`config.mk`:
```
export PLATFORM = sky130hd
export DESIGN_NAME = fft_bfly_sched
export DESIGN_NICKNAME = d
export VERILOG_FILES = /design/src/rtl/fft_bfly_sched.sv
export SDC_FILE = /design/constraint.sdc
export NUM_CORES = 2
export LEC_CHECK = 0
export ABC_AREA = 1
export CORE_ASPECT_RATIO = 1.4
export CORE_MARGIN = 5
export CORE_UTILIZATION = 40
export DETAILED_ROUTE_END_ITERATION = 10
export PLACE_DENSITY = 0.6
export SLEW_MARGIN = 10
export SYNTH_ARGS = -nofsm -noshare
export SYNTH_HDL_FRONTEND = slang
export SYNTH_SLANG_ARGS = --single-unit
export TNS_END_PERCENT = 100
```
`constraint.sdc`:
```
create_clock -name clk -period 17.3 [get_ports clk]
set_clock_uncertainty 0.05 [all_clocks]
set_input_delay 4.325 -clock clk [delete_from_list [all_inputs] [get_ports clk]]
set_output_delay 4.325 -clock clk [all_outputs]
set_load 0.1 [all_outputs]
```
`src/rtl/fft_bfly_sched.sv`:
```
// Butterfly scheduler for one radix-2 FFT stage: buffers a frame, issues operand
// pairs to an external complex multiply/add datapath, collects results and streams them out.
module fft_bfly_sched #(
  parameter int unsigned NPT = 32,
  parameter int unsigned AW  = 5
) (
  input  logic          clk,
  input  logic          rst,
  input  logic          in_valid,
  input  logic [63:0]   in_data,
  output logic          in_ready,
  output logic          bf_valid,
  output logic [63:0]   bf_a,
  output logic [63:0]   bf_b,
  output logic [AW-1:0] bf_widx,
  input  logic          res_valid,
  input  logic [63:0]   res_data,
  output logic          out_valid,
  output logic [63:0]   out_data,
  input  logic          out_ready,
  output logic          busy,
  output logic          err
);

  localparam int unsigned CW = AW + 1;
  localparam logic [CW-1:0] FULL = CW'(NPT);
  localparam logic [CW-1:0] LAST = CW'(NPT - 1);

  typedef enum logic [1:0] {LOAD, ISSUE, WAIT, UNLOAD} state_t;

  state_t        state, state_nx;
  logic [CW-1:0] ld_cnt, is_cnt, rs_cnt, rd_cnt, ul_cnt;
  logic [63:0]   dbuf [NPT];
  logic [63:0]   rbuf [NPT];
  logic          ld_take, res_take, out_xfer, frame_done;

  assign ld_take    = (state == LOAD) && in_valid;
  assign res_take   = res_valid && (state != LOAD) && (rs_cnt != FULL);
  assign out_xfer   = out_valid && out_ready;
  assign frame_done = (state == UNLOAD) && (state_nx == LOAD);
  assign busy       = (state != LOAD);

  always_ff @(posedge clk or posedge rst) begin
    if (rst) state <= LOAD;
    else     state <= state_nx;
  end

  // Next state plus the combinational issue port.
  always_comb begin
    state_nx = state;
    in_ready = 1'b0;
    bf_valid = 1'b0;
    bf_a     = '0;
    bf_b     = '0;
    bf_widx  = '0;
    case (state)
      LOAD: begin
        in_ready = 1'b1;
        if (ld_take && ld_cnt == LAST) state_nx = ISSUE;
      end
      ISSUE: begin
        bf_valid = 1'b1;
        bf_widx  = is_cnt[AW-1:0];
        bf_a     = dbuf[{1'b0, is_cnt[AW-2:0]}];
        bf_b     = dbuf[{1'b1, is_cnt[AW-2:0]}];
        if (is_cnt == LAST) begin
          // A result landing alongside the last issue still counts as complete.
          if (rs_cnt == FULL || (res_take && rs_cnt == LAST)) state_nx = UNLOAD;
          else                                                 state_nx = WAIT;
        end
      end
      WAIT: begin
        if (rs_cnt == FULL) state_nx = UNLOAD;
      end
      UNLOAD: begin
        if (out_xfer && ul_cnt == LAST) state_nx = LOAD;
      end
      default: state_nx = LOAD;
    endcase
  end

  // Buffers carry no reset; their contents are meaningless until written.
  always_ff @(posedge clk) begin
    if (ld_take)  dbuf[ld_cnt[AW-1:0]] <= in_data;
    if (res_take) rbuf[rs_cnt[AW-1:0]] <= res_data;
  end

  always_ff @(posedge clk or posedge rst) begin
    if (rst) begin
      ld_cnt    <= '0;
      is_cnt    <= '0;
      rs_cnt    <= '0;
      rd_cnt    <= '0;
      ul_cnt    <= '0;
      out_valid <= 1'b0;
      out_data  <= '0;
      err       <= 1'b0;
    end else begin
      if (res_valid && !res_take) err <= 1'b1;
      if (ld_take)                ld_cnt <= ld_cnt + CW'(1);
      if (state == ISSUE)         is_cnt <= is_cnt + CW'(1);
      if (res_take)               rs_cnt <= rs_cnt + CW'(1);
      if (state == UNLOAD) begin
        // Output register refills only when empty or draining, so it holds under stall.
        if (!out_valid || out_ready) begin
          if (rd_cnt != FULL) begin
            out_data  <= rbuf[rd_cnt[AW-1:0]];
            out_valid <= 1'b1;
            rd_cnt    <= rd_cnt + CW'(1);
          end else begin
            out_valid <= 1'b0;
          end
        end
        if (out_xfer) ul_cnt <= ul_cnt + CW'(1);
      end
      if (frame_done) begin
        ld_cnt    <= '0;
        is_cnt    <= '0;
        rs_cnt    <= '0;
        rd_cnt    <= '0;
        ul_cnt    <= '0;
        out_valid <= 1'b0;
      end
    end
  end

endmodule

```
# --- Yosys cells after proc, flatten, opt, wreduce, memory -nomap -nowiden ---
# Memories as Yosys holds them, arrays and structs flattened. A register that Yosys moved wholly into a read port is not among the register bits.
# Index checks and enable logic that the tools add are counted.
classes:
  addsub: 5
  n_eq_ne: 10
  mux: 32
  reduce_logical: 27
ops:
  columns: ["op", "count"]
  rows:
  - ["64-bit two-way mux", 2]
  - ["6-bit two-way mux", 13]
  - ["6-bit by 1-bit adder with 6-bit output, second input constant", 5]
  - ["6-bit by 5-bit == test with 1-bit output, second input constant", 4]
  - ["2-bit nonzero test", 8]
  - ["6-bit inequality test, second input constant", 2]
  - ["1-bit two-way mux", 11]
  - ["1-bit logical AND", 9]
  - ["2-bit two-way mux", 4]
  - ["2-bit case mux with 4 select lines", 1]
  - ["6-bit == test, second input constant", 1]
  - ["3-bit AND reduction", 2]
  - ["5-bit two-way mux", 1]
  - ["2-bit == test, second input constant", 2]
  - ["2-bit logical NOT", 2]
  - ["2-bit AND reduction", 2]
  - ["2-bit by 1-bit == test with 1-bit output, second input constant", 1]
  - ["1-bit logical NOT", 2]
  - ["1-bit logical OR", 2]
totals:
  register_bits: 34
  mem_bits_rw: 4096
  out_inout_bits: 202
  word_cells: 84
  mem_count: 2
memory_table:
  columns: ["memory", "depth", "word_bits", "rd", "rd_clocked_by_memory_dff", "write_ports", "line_no", "source"]
  rows:
  - ["dbuf", 32, 64, 2, 0, 1, "33", "logic [63:0] dbuf [NPT];"]
  - ["rbuf", 32, 64, 1, 1, 1, "34", "logic [63:0] rbuf [NPT];"]

# --- Logic depth before layout (Yosys ltp) ---
logic_depth:
  ltp_word: 12
  depth_mapped: 13
  depth_no_buf: 10

# --- Least setup slack after synthesis ---
# OpenSTA, ideal clock, no wires.
synth_path:
  path_type: "in2reg"
  startpoint: "input port in_valid"
  endpoint: "memory dbuf[23][0] (enable)"
  setup_ps: 565
  arrival_ps: 9299
  required_time_ps: 16685
  path_slack_ps: 7386
  stages: 6
  path_buffers: 0
  path_cell_list: "nand2_1 inv_1 nand2_1 nor2_1 inv_1 nor3_1"
synth_between:
  elab_chain_len: 3
synth_rtl:
  columns: ["item", "line_no", "source"]
  rows:
  - ["start, declared", "9", "input logic in_valid,"]
  - ["1-bit logical AND", "37", "assign ld_take = (state == LOAD) && in_valid;"]
  - ["1-bit two-way mux", "84", "if (ld_take) dbuf[ld_cnt[AW-1:0]] <= in_data;"]
  - ["1-bit two-way mux (implied by the code)", "84", null]
  - ["end, declared", "33", null]
# Every way passes these cells.

# --- Final worst setup path ---
layout_path:
  startpoint: "register is_cnt[0]"
  endpoint: "output port bf_b[43]"
layout_between:
  elab_chain_len: 2
layout_rtl:
  columns: ["item", "line_no", "source"]
  rows:
  - ["start, declared", "32", "logic [CW-1:0] ld_cnt, is_cnt, rs_cnt, rd_cnt, ul_cnt;"]
  - ["start signal, assigned", "101", "if (state == ISSUE) is_cnt <= is_cnt + CW'(1);"]
  - ["memory read 32 x 64 bit", null, null]
  - ["64-bit two-way mux", "56", "case (state)"]
  - ["end, declared", "14", "output logic [63:0] bf_b,"]
# Every way passes these cells.

==> results.sh <==
export IMPL_hp_class="reg -> reg"
export IMPL_reg2reg_depth=13
export IMPL_num_fill_cells=37800
export IMPL_ant_nets=0
export IMPL_maxCapViolations=0
export IMPL_top_usage_layer="met2"
export IMPL_status="finished clean"
export IMPL_finalMaxSlewViolations=0
export IMPL_grtUsageMet3_pct=3.44
export IMPL_drt_first_pass_iters=5
export IMPL_hold_path_end="out_data[3]"
export IMPL_area_delta_synth_final_pct=12.9
export IMPL_io_buffers=334
export IMPL_end_kind="output pin"
export IMPL_clk_insertion_delay_late_ns=0.99
export IMPL_hold_violations=0
export IMPL_synth_seq_area_share_pct=73.9
export IMPL_synth_nets=14500
export IMPL_fin_crit_ns=12.10
export IMPL_cp_max_fo=93
export IMPL_num_nets_final=14600
export IMPL_netlist_area_sq_mm=0.170
export IMPL_synth_async_reset_ratio_pct=2.34
export IMPL_route_detailed_drc=0
export IMPL_yosysMostFrequentCell="edfxtp_1"
export IMPL_yosysWarnings=0
export IMPL_dp_final_hpwl_mm=242
export IMPL_cp_start_kind="register"
export IMPL_wl_per_cell_microns=24.7
export IMPL_switching_share_pct=31.4
export IMPL_numCtsBuffers=397
export IMPL_critical_path_class="reg -> out"
export IMPL_die_area_sq_mm=0.438
export IMPL_min_from="out_data[3]"
export IMPL_crit_reg2reg_launch="rd_cnt[0]"
export IMPL_power_switching_uw=8170
export IMPL_netlist_instances=14400
export IMPL_critPathArrivalTime_ns=7.72
export IMPL_grt_setup_unrepaired="no"
export IMPL_seqPwrFrac_pct=45.0
export IMPL_core_area_sq_mm=0.424
export IMPL_syn_avg_cell_area_sq_um=11.8
export IMPL_grt_use_total_pct=22.1
export IMPL_path_cells="buf_4 > buf_4 > buf_4 > buf_4 > nor2_1 > nor2_1 > o21ai_0 > o211ai_1 > nand3_1 > a21oi_1 > clkdlybuf4s50_1"
export IMPL_use_met2_pct=39.4
export IMPL_slowest_stage="clkdlybuf4s50_1"
export IMPL_synthTopCellsByArea="edfxtp_1 72%, nand2_1 6.1%, nor2_1 4.8%"
export IMPL_rrSetupSlack_ns=11.86
export IMPL_crit_top_cell="buf_4"
export IMPL_htreeDepth=5
export IMPL_hold_ws_ns=0.433
export IMPL_max_freq_ghz=0.0827
export IMPL_die_x_microns=561
export IMPL_synth_ff_type="edfxtp_1"
export IMPL_r2r_end="out_data[20]"
export IMPL_hold_path_cell_count=2
export IMPL_synth_area_leader_cell="edfxtp_1"
export IMPL_path_buf_inv=5
export IMPL_power_density_mw_per_mm2=135
export IMPL_hold_buffers=0
export IMPL_cts_repair_resized=0
export IMPL_postCtsSetupBuffers=0
export IMPL_combPwrFrac_pct=21.0
export IMPL_root_buffer="clkbuf_16"
export IMPL_cts_sinks=4194
export IMPL_maxSlewHeadroom_pct=11.4
export IMPL_critPathMaxStageDelay_ns=1.25
export IMPL_dp_slack_ns=6.26
export IMPL_leakagePower_uw=0.0684
export IMPL_detail_route_vias_per_cell=5.43
export IMPL_setup_ws_ns=5.20
export IMPL_clkTransAtPathRegs_ns=0.06
export IMPL_critPathTopFamily="buffers and inverters"
export IMPL_ys_ff_latch=4194
export IMPL_dieHeight_microns=781
export IMPL_synthTopCellsByCount="4,096 x edfxtp_1, 2,753 x nand2_1, 2,160 x nor2_1"
export IMPL_p_clk_share_pct=34.0
export IMPL_p_int_uw=17800
export IMPL_grt_start_max_net_pins=229
export IMPL_wl_mm=502
export IMPL_overflow=0
export IMPL_start_util_pct=40.1
export IMPL_num_rows=283
export IMPL_tightestPinTransition_ns=1.33
export IMPL_num_vias=111000
export IMPL_finalSetupTns_ns=0
export IMPL_yosys_area_top_type_share_pct=72.4
export IMPL_cts_tree="built"
export IMPL_grt_use_met1_pct=27.4
export IMPL_total_power_uw=26000
export IMPL_irDropWorstVdd_v=0.000197
export IMPL_final_layout_size_suffix_gt1_share_pct=6.15
export IMPL_yosys_cell_types_count=31
export IMPL_grt_antenna_before_repair=43
export IMPL_setup_violations=0
export IMPL_grt_pass1_wl_mm=722
export IMPL_finalCritPeriodShare_pct=69.9
export IMPL_synth_edf_count=4096
export IMPL_worstPathRequired_ns=12.93
export IMPL_io_pins=335
export IMPL_clk_path_buf_depth=4
export IMPL_gp_congestion=0.774
export IMPL_drtIter0Drc=11400
export IMPL_grt_pass1_vias=105000
worst reg2reg max path, stage by stage, from the launching register on:
cell	delay, ns
dfrtp_4	0.95
buf_4	0.89
buf_4	0.79
buf_12	0.65
buf_4	0.88
nand2_1	0.16
nand3_1	0.13
nand2_1	0.07
nand2_1	0.06
nand2_1	0.07
nor2_1	0.09
nand2_1	0.08
nand3_1	0.29
nand2_1	0.09
routing by layer:
layer	share of wire [%]	wire length (microns)	up-vias
li1	-	-	49900
met1	38	193000	55400
met2	50	253000	4223
met3	7.4	37400	1000
met4	3.7	18600	30
met5	0.037	188	-
power groups by stage:
stage	sequential [uW]	clock, uW	combinational, uW
after floorplan	12300	0	3190
after detailed placement	11900	0	5460
after CTS	11700	8980	5480
after global routing	11700	9390	5970
after global placement	11900	0	5410
final	11700	8830	5450
stage by stage:
stage               instances  area [sq um]  util (%)
floorplan               14400        170000         -
global placement        19600        179000      42.1
detailed placement      19600        179000      42.1
CTS                     20300        192000      45.2
global route            20400        192000      45.3
finish                  20400        192000      45.3
layout make-up:
| class | instances | area (sq um) | area share [%] |
|---|---|---|---|
| clock inverter | 234 | 2580 | 1.34 |
| timing repair buffer | 563 | 5140 | 2.68 |
| inverter | 1048 | 4010 | 2.09 |
| clock buffer | 502 | 10600 | 5.50 |
| antenna | 19 | 47.5 | 0.0248 |
| sequential | 4194 | 125000 | 65.4 |
| tap | 5557 | 6950 | 3.62 |
| multi-input combinational | 8251 | 37100 | 19.3 |
sequential cells by signal, summed over array words and instances, names as in the netlist, 2 cells and up:
register,count
rs_cnt,6
rbuf,2048
dbuf,2048
ld_cnt,6
rd_cnt,6
state,2
ul_cnt,6
out_data,64
is_cnt,6
worst max-delay path by stage:
stage	from	to	slack, ns	depth (start not counted)
4_1_cts	is_cnt[0]	bf_b[43]	5.20	11
2_1_floorplan	in_valid	dbuf[23][0]	7.39	6
3_3_place_gp	is_cnt[0]	bf_b[43]	6.27	11
5_1_grt	is_cnt[0]	bf_b[43]	4.83	11
6_report	is_cnt[0]	bf_b[43]	5.20	11
3_5_place_dp	is_cnt[0]	bf_b[43]	6.26	11
cells in the final DEF (no fill, tap or decap), types with 3 or more instances in the layout:
cell type and count:
inv_2 5, clkinv_8 3, inv_8 10, clkinv_16 10
dfrtp_4 7, edfxtp_1 4096, buf_4 235, clkbuf_8 14
clkdlybuf4s50_1 317, a21oi_1 428, diode_2 19, o211ai_1 512
inv_1 1032, nand4_1 3, clkbuf_1 87, clkbuf_16 401
nand2_1 2751, nor3_2 6, dfrtp_1 91, bufinv_16 41
clkinv_1 78, nor2_1 2101, inv_16 10, clkinvlp_4 10
nand3_1 1087, o21ai_0 940, xor2_1 9, clkinv_2 76
o21ai_1 326, ha_1 12, nor2_4 61, inv_6 4
buf_12 10, nor3_1 4
cell families (layout without fill, tap and decap cells):
group           Yosys count  after routing  share of synthesized area [%]
compound gates         2210           2210                           7.27
xor+xnor                 11             11                         0.0567
fa+ha+maj                12             12                         0.0884
buf+inv                1913           2347                           4.62
flops                  4194           4194                           73.9
other cells               0             19                              0
simple gates           6018           6018                           14.1
No activity file was read; power rests on OpenSTA's default activity.
